File: src/rtl/serial_link.sv
// Game Boy link-port serial controller (SB/SC registers, 8-bit MSB-first shifter).
// Internal 8192 Hz bit clock or partner-driven external clock; 1-clk irq on completion.
module serial_link #(
  parameter int CLK_DIV = 256
) (
  input  logic       clk,
  input  logic       reset_n,
  input  logic       cpu_sel,
  input  logic [1:0] cpu_addr,
  input  logic       cpu_wr,
  input  logic [7:0] cpu_di,
  output logic [7:0] cpu_do,
  output logic       irq,
  output logic       ser_clk_out,
  output logic       ser_clk_oe,
  input  logic       ser_clk_in,
  output logic       ser_data_out,
  input  logic       ser_data_in
);

  localparam int DW = (CLK_DIV > 1) ? $clog2(CLK_DIV) : 1;

  typedef enum logic {
    IDLE,
    SHIFT
  } state_t;

  state_t        state, state_n;
  logic [7:0]    sb, sb_n;
  logic          sc_start, start_n;
  logic          sc_int, int_n;
  logic [2:0]    bit_cnt, cnt_n;
  logic [DW-1:0] div, div_n;
  logic          prime, prime_n;
  logic          cko_n, dout_n, irq_n;

  logic [2:0] clk_sync;
  logic [1:0] dat_sync;
  logic       ext_rise, ext_fall;
  logic       din;
  logic       wr_sb, wr_sc;

  assign ext_rise = clk_sync[1] & ~clk_sync[2];
  assign ext_fall = ~clk_sync[1] & clk_sync[2];
  assign din      = dat_sync[1];
  assign wr_sb    = cpu_sel & cpu_wr & (cpu_addr == 2'b01);
  assign wr_sc    = cpu_sel & cpu_wr & (cpu_addr == 2'b10);

  assign ser_clk_oe = sc_int;

  always_comb begin
    cpu_do = 8'hFF;
    unique case (1'b1)
      cpu_addr == 2'b01: cpu_do = sb;
      cpu_addr == 2'b10: cpu_do = {sc_start, 6'b111111, sc_int};
      default:           cpu_do = 8'hFF;
    endcase
  end

  always_ff @(posedge clk or negedge reset_n) begin
    if (!reset_n) begin
      clk_sync <= 3'b111;
      dat_sync <= 2'b11;
    end else begin
      clk_sync <= {clk_sync[1:0], ser_clk_in};
      dat_sync <= {dat_sync[0], ser_data_in};
    end
  end

  always_comb begin
    logic rise, fall;
    rise    = 1'b0;
    fall    = 1'b0;
    state_n = state;
    sb_n    = sb;
    start_n = sc_start;
    int_n   = sc_int;
    cnt_n   = bit_cnt;
    div_n   = div;
    prime_n = prime;
    cko_n   = ser_clk_out;
    dout_n  = ser_data_out;
    irq_n   = 1'b0;

    unique case (state)
      IDLE: begin
        if (wr_sb) sb_n = cpu_di;
      end
      SHIFT: begin
        if (sc_int) begin
          // one settle cycle after start so the 8th shift lands at 1+15*CLK_DIV
          if (prime) begin
            prime_n = 1'b0;
          end else if (div == DW'(CLK_DIV - 1)) begin
            div_n = '0;
            cko_n = ~ser_clk_out;
            rise  = ~ser_clk_out;
            fall  = ser_clk_out;
          end else begin
            div_n = div + DW'(1);
          end
        end else begin
          rise = ext_rise;
          fall = ext_fall;
        end
        if (fall) dout_n = sb[7];
        if (rise) begin
          sb_n  = {sb[6:0], din};
          cnt_n = bit_cnt + 3'd1;
          if (bit_cnt == 3'd7) begin
            irq_n   = 1'b1;
            start_n = 1'b0;
            state_n = IDLE;
            cko_n   = 1'b1;
            cnt_n   = 3'd0;
            if (wr_sb) sb_n = cpu_di;
          end
        end
      end
      default: state_n = IDLE;
    endcase

    // SC writes override any completion: start/restart or abort
    if (wr_sc) begin
      start_n = cpu_di[7];
      int_n   = cpu_di[0];
      if (cpu_di[7]) begin
        state_n = SHIFT;
        cnt_n   = 3'd0;
        div_n   = '0;
        prime_n = 1'b1;
        dout_n  = sb_n[7];
        cko_n   = ~cpu_di[0];
      end else begin
        state_n = IDLE;
        cko_n   = 1'b1;
      end
    end
  end

  always_ff @(posedge clk or negedge reset_n) begin
    if (!reset_n) begin
      state        <= IDLE;
      sb           <= 8'h00;
      sc_start     <= 1'b0;
      sc_int       <= 1'b0;
      bit_cnt      <= 3'd0;
      div          <= '0;
      prime        <= 1'b0;
      ser_clk_out  <= 1'b1;
      ser_data_out <= 1'b1;
      irq          <= 1'b0;
    end else begin
      state        <= state_n;
      sb           <= sb_n;
      sc_start     <= start_n;
      sc_int       <= int_n;
      bit_cnt      <= cnt_n;
      div          <= div_n;
      prime        <= prime_n;
      ser_clk_out  <= cko_n;
      ser_data_out <= dout_n;
      irq          <= irq_n;
    end
  end

endmodule

File: config.mk
export PLATFORM = sky130hd
export DESIGN_NAME = serial_link
export DESIGN_NICKNAME = d
export VERILOG_FILES = /design/src/rtl/serial_link.sv
export SDC_FILE = /design/constraint.sdc
export NUM_CORES = 1
export LEC_CHECK = 0
export ABC_AREA = 1
export BUFFER_PORTS_ARGS = -buffer_cell sky130_fd_sc_hd__buf_4
export CORE_AREA = 2 2 59 61
export CTS_CLUSTER_SIZE = 40
export DETAILED_ROUTE_END_ITERATION = 10
export DIE_AREA = 0 0 61 63
export GPL_TIMING_DRIVEN = 0
export PLACE_DENSITY = 0.74
export SLEW_MARGIN = 30
export SYNTH_ARGS = -nofsm -noshare
export SYNTH_HDL_FRONTEND = slang
export SYNTH_SLANG_ARGS = --single-unit
File: constraint.sdc
create_clock -name clk -period 2.2 [get_ports clk]
set_input_delay 0.44 -clock clk [delete_from_list [all_inputs] [get_ports clk]]
set_output_delay 0.44 -clock clk [all_outputs]
set_load 0.05 [all_outputs]
==> results.yml <==
routing:
  drt_iter0_drc: 40
  firstDrtPassIters: 4
  drc_errors: 0
  ant_nets: 0
  routed_via_density: 4.958
  via_count: 1433
  wl_per_cell_um: 11.72
  drt_wl_total_um: 3387
setup_path:
  cp_common_cell: "nand2_1"
  worstSetupPathType: "reg -> reg"
  critical_path.top_delay_family: "simple AND/OR/NAND/NOR gates"
  crit_start: "div[1]"
  arrival_ns: 2.27
  cp_max_fo: 7
  r2r-end: "sb[3]"
  startpoint_type: "register"
  cp.required_ns: 2.46
  r2r_start: "div[1]"
  cp_num_cells: 14
  r2r.worst_path.cells: 14
  path_cells: "ha_4 -> nand2_1 -> nor2_2 -> nand2_1 -> nor2_1 -> nand2_1 -> inv_1 -> ha_1 -> nand3_2 -> nand2_4 -> nand2_4 -> clkinv_4 -> nand2_2 -> o211ai_1"
  critPathSlowestCell: "dfrtp_1"
  critPathBufInv: 2
  endpoint_kind: "register"
  r2r_setup_slack_ns: 0.19
  slowest_delay_ns: 0.42
  critPathCapture: "sb[3]"
placement:
  dp.cells: 278
  port-buffer-count: 27
  dp.final_hpwl_um: 2457
  dp_worst_setup_slack_ns: 0.04189
  place.gp.congestion: 0.8197
die:
  core_sq_um: 3232
  die_height_um: 63
  die_area_sq_um: 3843
  dieWidth_um: 61
  ios: 28
  rows: 21
  start_util: 0.5219
layout:
  fin_nets: 265
  fill_cells: 294
  final_common_cell: "nand2_1"
  final_cell_mix: "nand2_1 (49), buf_4 (31), inv_1 (30), dfrtp_1 (24), nor2_1 (18)"
  antenna_cells: 0
  drive_gt1_frac: 0.2593
  stdcell_count: 289
  syn2layout_area_growth_pct: 24.55
timing:
  max_freq_ghz: 0.4984
  fin_skew_ns: 0.01036
  finalSetupViolations: 0
  finalWorstSetupSlack_ns: 0.1936
  final_max_slew_viol_count: 0
  slew_headroom: 0.7400
  timing_hold_violations_final: 0
  tightest_slew_ns: 0.3901
  layout_min_cycle_time_ns: 2.006
  finalSetupTns_ns: 0
  rsz0062_at_grt: "no"
  finalCritPeriodShare: 0.9120
pwr:
  p_comb_frac: 0.346
  p_sw_uw: 799.5
  swShare: 0.3630
  power.density_nw_per_um2: 1048
  p_leak_uw: 0.001037
  power_uw: 2202
  p_int_uw: 1403
  ir_worst_vdd_mv: 0.7993
  seqPwrFrac: 0.399
  p_clk_frac: 0.255
cts:
  cts_buffers: 5
  htreeDepth: 2
  cts.sinks: 31
  postCtsHoldBufs: 0
  clockRootBuffer: "clkbuf_4"
  cts_tree: "yes"
  cts_max_path_buffers: 2
  clkLatencyLatePin_ns: 0.34
  path_clk_slew_ns: 0.11
yosys:
  synth-seq-area-share: 0.4651
  synth-seq-cells: 31
  synth.cell_area_sq_um: 1687
  synth_warnings: 0
  syn_inst: 205
  synthDistinctLibCells: 27
  syn_avg_cell_area_sq_um: 8.227
  synth.net_count: 228
global_route:
  grt_antenna_before_repair: 0
  grt_pass1_vias: 1343
  grt_first_pass_wirelength_um: 5809
  grt_use_total: 0.2045
  grt_start_max_net_pins: 32
  grt_overflow: 0
outcome:
  outcome: "completed"
worst_hold_path:
  hold_class: "in -> async"
run:
  maxCapViolCount: 0
==> Yosys cell counts <==
cell | number | area [sq um]
buf_2 | 1 | 5.000
nand3_1 | 11 | 55.05
o211ai_1 | 7 | 52.55
xor2_1 | 3 | 26.28
nand3b_1 | 1 | 7.510
nor3b_1 | 1 | 7.510
o21ai_1 | 1 | 5.000
dfrtp_1 | 24 | 600.6
nor2_1 | 19 | 71.32
o21ai_0 | 17 | 85.08
o21ai_2 | 2 | 17.52
clkinv_4 | 1 | 8.760
a21oi_1 | 8 | 40.04
o211ai_2 | 1 | 12.51
nand4_1 | 3 | 18.77
inv_2 | 1 | 3.750
inv_1 | 30 | 112.6
dfstp_2 | 7 | 183.9
nand2_2 | 1 | 6.260
nor2_4 | 3 | 33.78
nand2_1 | 50 | 187.7
nand2_4 | 1 | 11.26
nand3_2 | 2 | 20.02
o2111ai_1 | 1 | 8.760
o211a_1 | 1 | 10.01
buf_4 | 1 | 7.510
ha_1 | 7 | 87.58
==> power by group through the flow <==
stage	Sequential, uW	Combinational (uW)	Clock, uW
2_1_floorplan	928	461	0
4_1_cts	872	713	571
5_1_grt	901	857	603
3_3_place_gp	876	698	0
3_5_place_dp	882	706	0
6_report	878	762	563
==> repair_timing <==
action / 4_1_cts / 5_1_grt
pin swaps: 0 / 2
resized for setup: 1 / 5
endpoints found under the setup margin: 1 / 9
setup buffers: 0 / 3
==> state kept, by name (all words and copies together), names as in the netlist <==
| name | flops |
|---|---|
| bit_cnt | 3 |
| sb | 8 |
| ser_clk_out | 1 |
| ser_data_out | 1 |
| div | 8 |
| state | 1 |
| prime | 1 |
| ser_clk_oe | 1 |
| dat_sync | 2 |
| clk_sync | 3 |
| sc_start | 1 |
| irq | 1 |
==> how the worst min path moves through the flow <==
stage	startpoint	to	depth (start not counted)
6_report	reset_n	sb[2]	1
3_3_place_gp	dat_sync[0]	dat_sync[1]	0
4_1_cts	reset_n	bit_cnt[2]	1
5_1_grt	reset_n	bit_cnt[2]	1
2_1_floorplan	reset_n	bit_cnt[0]	0
3_5_place_dp	dat_sync[0]	dat_sync[1]	0
==> layout make-up <==
type | count | area, sq um | area share
multi-input combinational | 140 | 790.8 | 0.3764
sequential | 31 | 784.5 | 0.3734
timing repair buffer | 30 | 225.2 | 0.1072
inverter | 32 | 125.1 | 0.05956
clock inverter | 3 | 67.56 | 0.03216
tap | 46 | 57.56 | 0.02740
clock buffer | 5 | 37.54 | 0.01787
buffer | 2 | 12.51 | 0.005956
==> logic make-up (layout without fill, tap and decap cells) <==
family          count (synthesis)  in the layout  share of synthesized area
compound gates                 38             38                     0.1372
xor+xnor                        3              3                    0.01558
fa+ha+maj                       7              7                    0.05193
buf+inv                        34             72                    0.08160
flops                          31             31                     0.4651
simple gates                   92             92                     0.2485
==> stage by stage <==
step	utilization	hold slack (ns)	instance area, sq um
global placement	0.6024	0.3458	1947
CTS	0.6361	0.01982	2056
finish	0.6500	0.008504	2101
floorplan	-	0.1444	1687
global route	0.6500	0.02872	2101
detailed placement	0.6024	0.3488	1947
==> worst register-to-register path, delay by kind of cell (launching register included) <==
family,cells,cell delay [ns]
AND/OR/NAND/NOR,9,0.81
flip-flops,1,0.42
AO/OA/AOI/OAI,1,0.21
buffers and inverters,2,0.17
adder cells (fa/ha/maj),2,0.33
==> metal layers <==
| layer | vias to the layer above | share of wire | GRT usage |
|---|---|---|---|
| met1 | 661 | 0.50 | 0.2888 |
| met5 | - | 0 | 0 |
| met2 | 27 | 0.46 | 0.3024 |
| li1 | 740 | - | - |
| met3 | 5 | 0.032 | 0.06832 |
| met4 | 0 | 0.010 | 0.04891 |
(Power assumes the default switching activity.)
